--- config.mk ---
export PLATFORM = sky130hd
export DESIGN_NAME = intersection_phase_scheduler
export DESIGN_NICKNAME = d
export VERILOG_FILES = /design/src/rtl/intersection_phase_scheduler_pkg.sv /design/src/rtl/intersection_phase_scheduler_rr_arbiter4.sv /design/src/rtl/intersection_phase_scheduler.sv
export SDC_FILE = /design/constraint.sdc
export NUM_CORES = 1
export LEC_CHECK = 0
export CORE_ASPECT_RATIO = 0.8
export CORE_MARGIN = 2
export CORE_UTILIZATION = 45
export CTS_CLUSTER_SIZE = 16
export DETAILED_ROUTE_END_ITERATION = 7
export HOLD_SLACK_MARGIN = 0.1
export PLACE_DENSITY_LB_ADDON = 0.15
export SYNTH_ARGS = -nofsm -noshare
export SYNTH_HDL_FRONTEND = slang
export SYNTH_SLANG_ARGS = --single-unit
--- constraint.sdc ---
create_clock -name i_clk -period 4.3 [get_ports i_clk]
set_input_delay 1.29 -clock i_clk [delete_from_list [all_inputs] [get_ports i_clk]]
set_output_delay 1.29 -clock i_clk [all_outputs]
set_load 0.01 [all_outputs]
--- src/rtl/intersection_phase_scheduler_pkg.sv ---
// Shared types and key-bus constants for the intersection phase scheduler.
// Direction indices double as bit positions in the req/ped_req/grant vectors.
package intersection_pkg;

  typedef enum logic [2:0] {
    PH_IDLE   = 3'd0,
    PH_GREEN  = 3'd1,
    PH_YELLOW = 3'd2,
    PH_ALLRED = 3'd3,
    PH_EMERG  = 3'd4
  } phase_e;

  typedef enum logic [1:0] {
    DIR_N = 2'd0,
    DIR_W = 2'd1,
    DIR_E = 2'd2,
    DIR_S = 2'd3
  } dir_e;

  // Indexed by direction: N, W, E, S
  localparam logic [9:0] KEY_GRN  [4] = '{10'h002, 10'h080, 10'h008, 10'h200};
  localparam logic [9:0] KEY_WALK [4] = '{10'h001, 10'h010, 10'h040, 10'h100};

  function automatic logic [3:0] dirOneHot(input logic [1:0] dir);
    return 4'b0001 << dir;
  endfunction

endpackage

--- src/rtl/intersection_phase_scheduler_rr_arbiter4.sv ---
// Four-way round-robin pick: first set candidate bit after the pointer,
// wrapping around, with the pointer's own direction searched last.
module rr_arbiter4
  import intersection_pkg::*;
(
  input  logic [3:0] i_cand,
  input  logic [1:0] i_ptr,
  output logic [1:0] o_win,
  output logic       o_any
);

  // Walk from farthest to nearest so the nearest hit is the last write
  always_comb begin
    o_win = i_ptr + 2'd1;
    for (int k = 4; k >= 1; k--) begin
      if (i_cand[i_ptr + 2'(k)]) begin
        o_win = i_ptr + 2'(k);
      end
    end
  end

  assign o_any = |i_cand;

endmodule

--- src/rtl/intersection_phase_scheduler.sv ---
// Round-robin green/yellow/all-red scheduler for a four-way intersection,
// driving the datapath key bus with a one-cycle strobe and emergency pre-empt.
module intersection_phase_scheduler
  import intersection_pkg::*;
#(
  parameter int GREEN_CYC  = 20,
  parameter int YELLOW_CYC = 4,
  parameter int ALLRED_CYC = 2,
  parameter int WALK_CYC   = 16,
  parameter int TW         = 8
) (
  input  logic        i_clk,
  input  logic        i_rst,
  input  logic [3:0]  i_req,
  input  logic [3:0]  i_ped_req,
  input  logic        i_emerg,
  input  logic [1:0]  i_emerg_dir,
  output logic [9:0]  o_key_out,
  output logic        o_key_stb,
  output logic [2:0]  o_phase,
  output logic [3:0]  o_grant,
  output logic        o_all_red,
  output logic [3:0]  o_ped_pend
);

  localparam int GREEN_WALK_CYC = (WALK_CYC > GREEN_CYC) ? WALK_CYC : GREEN_CYC;

  localparam logic [TW-1:0] GREEN_LOAD      = TW'(GREEN_CYC - 1);
  localparam logic [TW-1:0] GREEN_WALK_LOAD = TW'(GREEN_WALK_CYC - 1);
  localparam logic [TW-1:0] YELLOW_LOAD     = TW'(YELLOW_CYC - 1);
  localparam logic [TW-1:0] ALLRED_LOAD     = TW'(ALLRED_CYC - 1);

  phase_e        r_state;
  phase_e        w_nextState;
  logic [TW-1:0] r_timer;
  logic [TW-1:0] w_nextTimer;
  logic [1:0]    r_ptr;
  logic [1:0]    w_nextPtr;
  logic [1:0]    r_servedDir;
  logic [1:0]    w_nextDir;
  logic [3:0]    r_pedPend;
  logic [3:0]    w_nextPedPend;
  logic [3:0]    w_pedSeen;
  logic [3:0]    w_cand;
  logic [1:0]    w_win;
  logic          w_any;
  logic          w_timerDone;
  logic          w_enterGreen;
  logic          w_enterEmerg;
  logic [9:0]    w_nextKeyOut;
  logic          w_nextKeyStb;
  logic [3:0]    w_nextGrant;
  logic          w_nextAllRed;

  assign w_cand      = i_req | r_pedPend;
  assign w_pedSeen   = r_pedPend | i_ped_req;
  assign w_timerDone = (r_timer == '0);

  rr_arbiter4 u_arbiter (
    .i_cand (w_cand),
    .i_ptr  (r_ptr),
    .o_win  (w_win),
    .o_any  (w_any)
  );

  always_comb begin
    w_nextState   = r_state;
    w_nextTimer   = w_timerDone ? '0 : r_timer - TW'(1);
    w_nextPtr     = r_ptr;
    w_nextDir     = r_servedDir;
    w_nextPedPend = w_pedSeen;
    w_nextKeyOut  = '0;
    w_nextKeyStb  = 1'b0;
    w_enterGreen  = 1'b0;
    w_enterEmerg  = 1'b0;

    unique case (r_state)
      PH_IDLE: begin
        if (i_emerg) begin
          w_enterEmerg = 1'b1;
        end else if (w_any) begin
          w_enterGreen = 1'b1;
        end
      end
      PH_GREEN: begin
        if (i_emerg || w_timerDone) begin
          w_nextState = PH_YELLOW;
          w_nextTimer = YELLOW_LOAD;
        end
      end
      PH_YELLOW: begin
        if (w_timerDone) begin
          w_nextState = PH_ALLRED;
          w_nextTimer = ALLRED_LOAD;
        end
      end
      PH_ALLRED: begin
        if (w_timerDone) begin
          if (i_emerg) begin
            w_enterEmerg = 1'b1;
          end else if (w_any) begin
            w_enterGreen = 1'b1;
          end else begin
            w_nextState = PH_IDLE;
          end
        end
      end
      PH_EMERG: begin
        if (!i_emerg) begin
          w_nextState = PH_YELLOW;
          w_nextTimer = YELLOW_LOAD;
        end
      end
      default: w_nextState = PH_IDLE;
    endcase

    // A press for the winner on the entry edge counts as already served
    if (w_enterGreen) begin
      w_nextState   = PH_GREEN;
      w_nextDir     = w_win;
      w_nextPtr     = w_win;
      w_nextPedPend = w_pedSeen & ~dirOneHot(w_win);
      w_nextTimer   = r_pedPend[w_win] ? GREEN_WALK_LOAD : GREEN_LOAD;
      w_nextKeyOut  = KEY_GRN[w_win] | (r_pedPend[w_win] ? KEY_WALK[w_win] : 10'h000);
      w_nextKeyStb  = 1'b1;
    end

    if (w_enterEmerg) begin
      w_nextState  = PH_EMERG;
      w_nextDir    = i_emerg_dir;
      w_nextPtr    = i_emerg_dir;
      w_nextTimer  = '0;
      w_nextKeyOut = KEY_GRN[i_emerg_dir];
      w_nextKeyStb = 1'b1;
    end

    w_nextGrant  = (w_nextState == PH_GREEN || w_nextState == PH_YELLOW ||
                    w_nextState == PH_EMERG) ? dirOneHot(w_nextDir) : 4'b0000;
    w_nextAllRed = (w_nextState == PH_IDLE || w_nextState == PH_ALLRED);
  end

  always_ff @(posedge i_clk) begin
    if (i_rst) begin
      r_state     <= PH_IDLE;
      r_timer     <= '0;
      r_ptr       <= DIR_S;
      r_servedDir <= DIR_N;
      r_pedPend   <= '0;
      o_key_out   <= '0;
      o_key_stb   <= 1'b0;
      o_grant     <= '0;
      o_all_red   <= 1'b1;
    end else begin
      r_state     <= w_nextState;
      r_timer     <= w_nextTimer;
      r_ptr       <= w_nextPtr;
      r_servedDir <= w_nextDir;
      r_pedPend   <= w_nextPedPend;
      o_key_out   <= w_nextKeyOut;
      o_key_stb   <= w_nextKeyStb;
      o_grant     <= w_nextGrant;
      o_all_red   <= w_nextAllRed;
    end
  end

  assign o_phase    = r_state;
  assign o_ped_pend = r_pedPend;

endmodule
==> flow_results.org <==
** Clock tree
- The clock tree synthesis step divided the H-tree into 2 levels.
- For this design, the sink count on the clock tree is 33.
- Insertion delay of the later-clocked pin in the worst-skew pair :: between 0.2 and 0.3 ns
- The tree is rooted in a clkbuf_8.
- Clock slew at reported path FFs :: 0.07 ns
- In this run, post-CTS hold repair placed 0 buffers.
- Counting the buffers created by CTS gives 5.
- Clock tree from TritonCTS :: yes
- Buffers from clock root to sink, at most :: 2
- Number of buffers added for setup after CTS :: 0
- Number of gates given a new drive strength after cts :: 0

** Logic synthesis
- The synthesized netlist devotes 0.7582% of its cell area to adder and majority cells.
- Of the total synthesized cell area, the portion taken by XOR and XNOR cells is about 3.2%.
- Summing the sequential cell areas from Yosys gives 40.03% of the chip area.
- Yosys attributes the largest share of cell area to dfxtp_1, nor2_1, a21oi_1, nor3_1, o21ai_0.
- Top FF cell, synth :: dfxtp_1
- Syn. warnings :: 0
- The cell count after synthesis came out at 195.
- In this run, synthesis inferred 0 flip-flops with an integrated enable.
- Post-synthesis cell area :: 0.001650 mm²
- Cell type with the highest aggregate area in the netlist :: dfxtp_1
- Largest family of logic cells by synthesized area :: simple AND/OR/NAND/NOR gates
- After synthesis, the share of cell area in mux cells is 2.729%.
- Synth Area in Compound Gates :: 19.79%
- Top-area cell type share of the netlist area :: 40.03%
- Number of different library cells in the post-synthesis netlist :: 49
- Async set or reset register ratio after synthesis :: 0%
- After synthesis, the mean cell area works out to between 8 and 9 µm².
- FF+latch count, synth :: 33
- Summing the areas of all and, or, nand and nor instances in the mapped netlist gives 28.96% of the synthesized area.

** Timing
- Setup repair after global routing missed its margin :: false
- Rel. slew slack :: 47.32%
- Timing-limited maximum frequency :: 313.8 MHz
- The hold violation total from the final report was 0.
- At the pin with the least slew margin, the transition time is 0.7878 ns.
- Clock Skews :: 0.003703 ns
- Final setup fails :: 0
- Sum of negative setup slack :: 0 ns
- The worst path uses 74.12% of the clock period.
- Number of pins exceeding their max-slew limit in the final report :: 0
- Time the final worst path needs with I/O delays and setup :: 3.187 ns

** Power and ir drop
- Reg power frac :: 32.2%
- The internal power of the cells totals 0.9347 mW.
- Total net switching power :: 0.5724 mW
- Net switching is a little under two fifths of the power.
- The analysis attributes to cell leakage a power of 0.8254 nW.
- Combinational group share of total power :: 44.9%
- Clk pwr share :: 22.9%
- PD cells :: 707.7 mW/mm²
- Maximum resistive drop on vdd :: 0.3532 mV

** Global routing
- Global routing consumed, on the met3 layer, just under 5% of the routing resources.
- Number of antenna violations at the first check in global routing :: 0
- Overall track demand over capacity in global routing :: 20.01%
- Most used routing layer in global routing :: met2
- For met1 alone, demand over resource in global routing was 28.03%.
- Entering global routing, the biggest net connects 22 pins.
- Congestion Overflow GR :: 0
- In the global route stage, met2 resource usage came out at around 30%.
- First-pass GRT wire length :: 6.589 mm
- The via count of the first global-routing pass is 1421.

** Detailed routing
- In this run, the number of DRC markers left after iteration 0 of detailed routing was 79.
- Via density per instance :: 5.681
- Via count of the routed design :: between 1.5k and 2k
- Final routed wirelength across all metal layers :: 3.902 mm
- Count of unresolved DRC violations after routing :: 0
- Drt first pass iters :: 4
- Routed len/inst :: 14.45 µm
- In this run the remaining antenna-violating nets after routing total 0.

** Placed design
- Port buffering added 33 buffers.
- Routability congestion estimate :: 0.8197
- In this run, placement finished with an instance count of 262.
- Detailed placement finished with a half-perimeter wire length of ~2.8 mm.

** Floorplan
- Std cell rows :: 19
- The floorplan step set the die width to 71.71 µm.
- Die Area :: 0.004171 mm²
- Vertical extent of the die :: 58.17 µm
- Initial standard-cell utilization of the core :: 47.55%
- Number of ports placed on the die boundary :: 36
- The core region is 0.003471 mm².

** Flow run
- Max-cap violation count :: 0

** Critical path
- Crit path required time :: 4.50 ns
- Critical path class :: primary input to flip-flop
- The number of buffers and inverters on the critical path is 1.
- Of all nets on the critical path, the largest fanout is 8.
- STA classifies the critical path endpoint as a flip-flop.
- On the worst path, the slowest cell contributes a delay of 0.54 ns.
- Traced cell by cell, the critical path runs through clkdlybuf4s50_1 > or4_1 > a21oi_1 > a221o_1 > nand3_1 > and3_1 > nor3b_1.
- The cell family contributing the most delay on the critical path is simple AND/OR/NAND/NOR gates.
- Startpoint type of the worst setup path :: primary input
- STA puts the critical path data arrival time at 3.38 ns.
- Crit path max-delay cell type :: or4_1

** Outcome
- The flow ran to the end, and the final reports show no timing, DRC or antenna violations.

** Worst hold path
- The worst hold path belongs to the class flip-flop to flip-flop.

** Finish
- Area added between synthesis and finish :: 29.04%
- Number of standard cells in the final layout excluding fillers :: 270
- The repair_antennas step left the layout with diodes totalling 0.
- Proportion of layout cells with a drive suffix above 1 :: 9.211%
- The top cell types in the final layout, fill and taps aside, are clkdlybuf4s50_1, dfxtp_1, nor2_1, nand2_1.
- Nets :: 241
synth_stat cells (2+ instances only):
cell	count
dfxtp_1	33
nor2_1	30
nand2_1	12
a21oi_1	11
nor3_1	11
o21ai_0	9
and3_1	7
inv_1	6
a211oi_1	5
clkbuf_1	5
nand3_1	5
xnor2_1	5
a22oi_1	3
and2_1	3
buf_2	3
mux2i_1	3
nand2b_1	3
nor3b_1	3
o22ai_1	3
a31oi_1	2
buf_4	2
nor2b_1	2
nor4_2	2
o21a_1	2
cell type report:
class | count | area (µm²)
sequential | 33 | 660.6
tap | 42 | 52.55
fill | 307 | 1341
clock buffer | 5 | 68.82
timing repair buffer | 34 | 337.8
multi-input combinational | 147 | 922.1
clock inverter | 3 | 65.06
inverter | 6 | 22.52
worst reg2reg max path: stages, from the launching register on:
cell and delay, ns:
dfxtp_1 0.65, nor2_1 0.21, a31oi_4 0.24, nor2_4 0.09, and3_1 0.31, or3_4 0.44
nor3b_1 0.15
metrics by stage:
stage / total power, mW / area [µm²] / hold WS [ns] / utilization, % / setup slack [ns]
after CTS: 1.510 / 2130 / 0.5608 / 61.36 / 1.136
after detailed placement: 1.161 / 1996 / 0.5503 / 57.50 / 0.8518
after global routing: 1.607 / 2130 / 0.5825 / 61.36 / 0.8637
final: 1.507 / 2130 / 0.5575 / 61.36 / 1.113
after floorplan: 0.9823 / 1654 / 0.5392 / - / 1.530
after global placement: 1.142 / 1996 / 0.5327 / 57.50 / 0.9256
per-layer routing:
metal,part of all wire (%),up-vias,wire length (µm)
met2,44,54,1736
li1,-,755,-
met4,1.2,0,46
met3,6.0,7,235
met5,0,-,0
met1,48,718,1882
power by group through the flow:
stage	sequential, mW	clock, mW	combinational, mW
2_1_floorplan	0.474	0	0.509
3_3_place_gp	0.485	0	0.657
3_5_place_dp	0.488	0	0.674
4_1_cts	0.484	0.349	0.677
5_1_grt	0.500	0.361	0.747
6_report	0.485	0.346	0.676
kinds of logic after synthesis:
family	count (synthesis)
AND/OR/NAND/NOR	88
AO/OA/AOI/OAI	46
flip-flops	33
buffers and inverters	16
XOR/XNOR	6
multiplexers	4
adder cells (fa/ha/maj)	1
other	1
flip-flops by register name (all words and copies together), names as in the netlist:
name,cells
o_ped_pend,4
o_phase,3
o_key_out,8
o_all_red,1
o_key_stb,1
r_timer,8
r_servedDir,2
r_ptr,2
o_grant,4
final timing paths:
path                                     from            to  slack [ns]  cells past startpoint
worst max-delay path                 i_req[0]    o_grant[1]        1.11                      7
worst max register to register     o_phase[1]    o_grant[1]        2.09                      6
worst min-delay path            o_ped_pend[3]  o_key_out[8]        0.56                      1
worst min register to register  o_ped_pend[3]  o_key_out[8]        0.56                      1
Note: power is estimated with default switching activity, not from simulation.
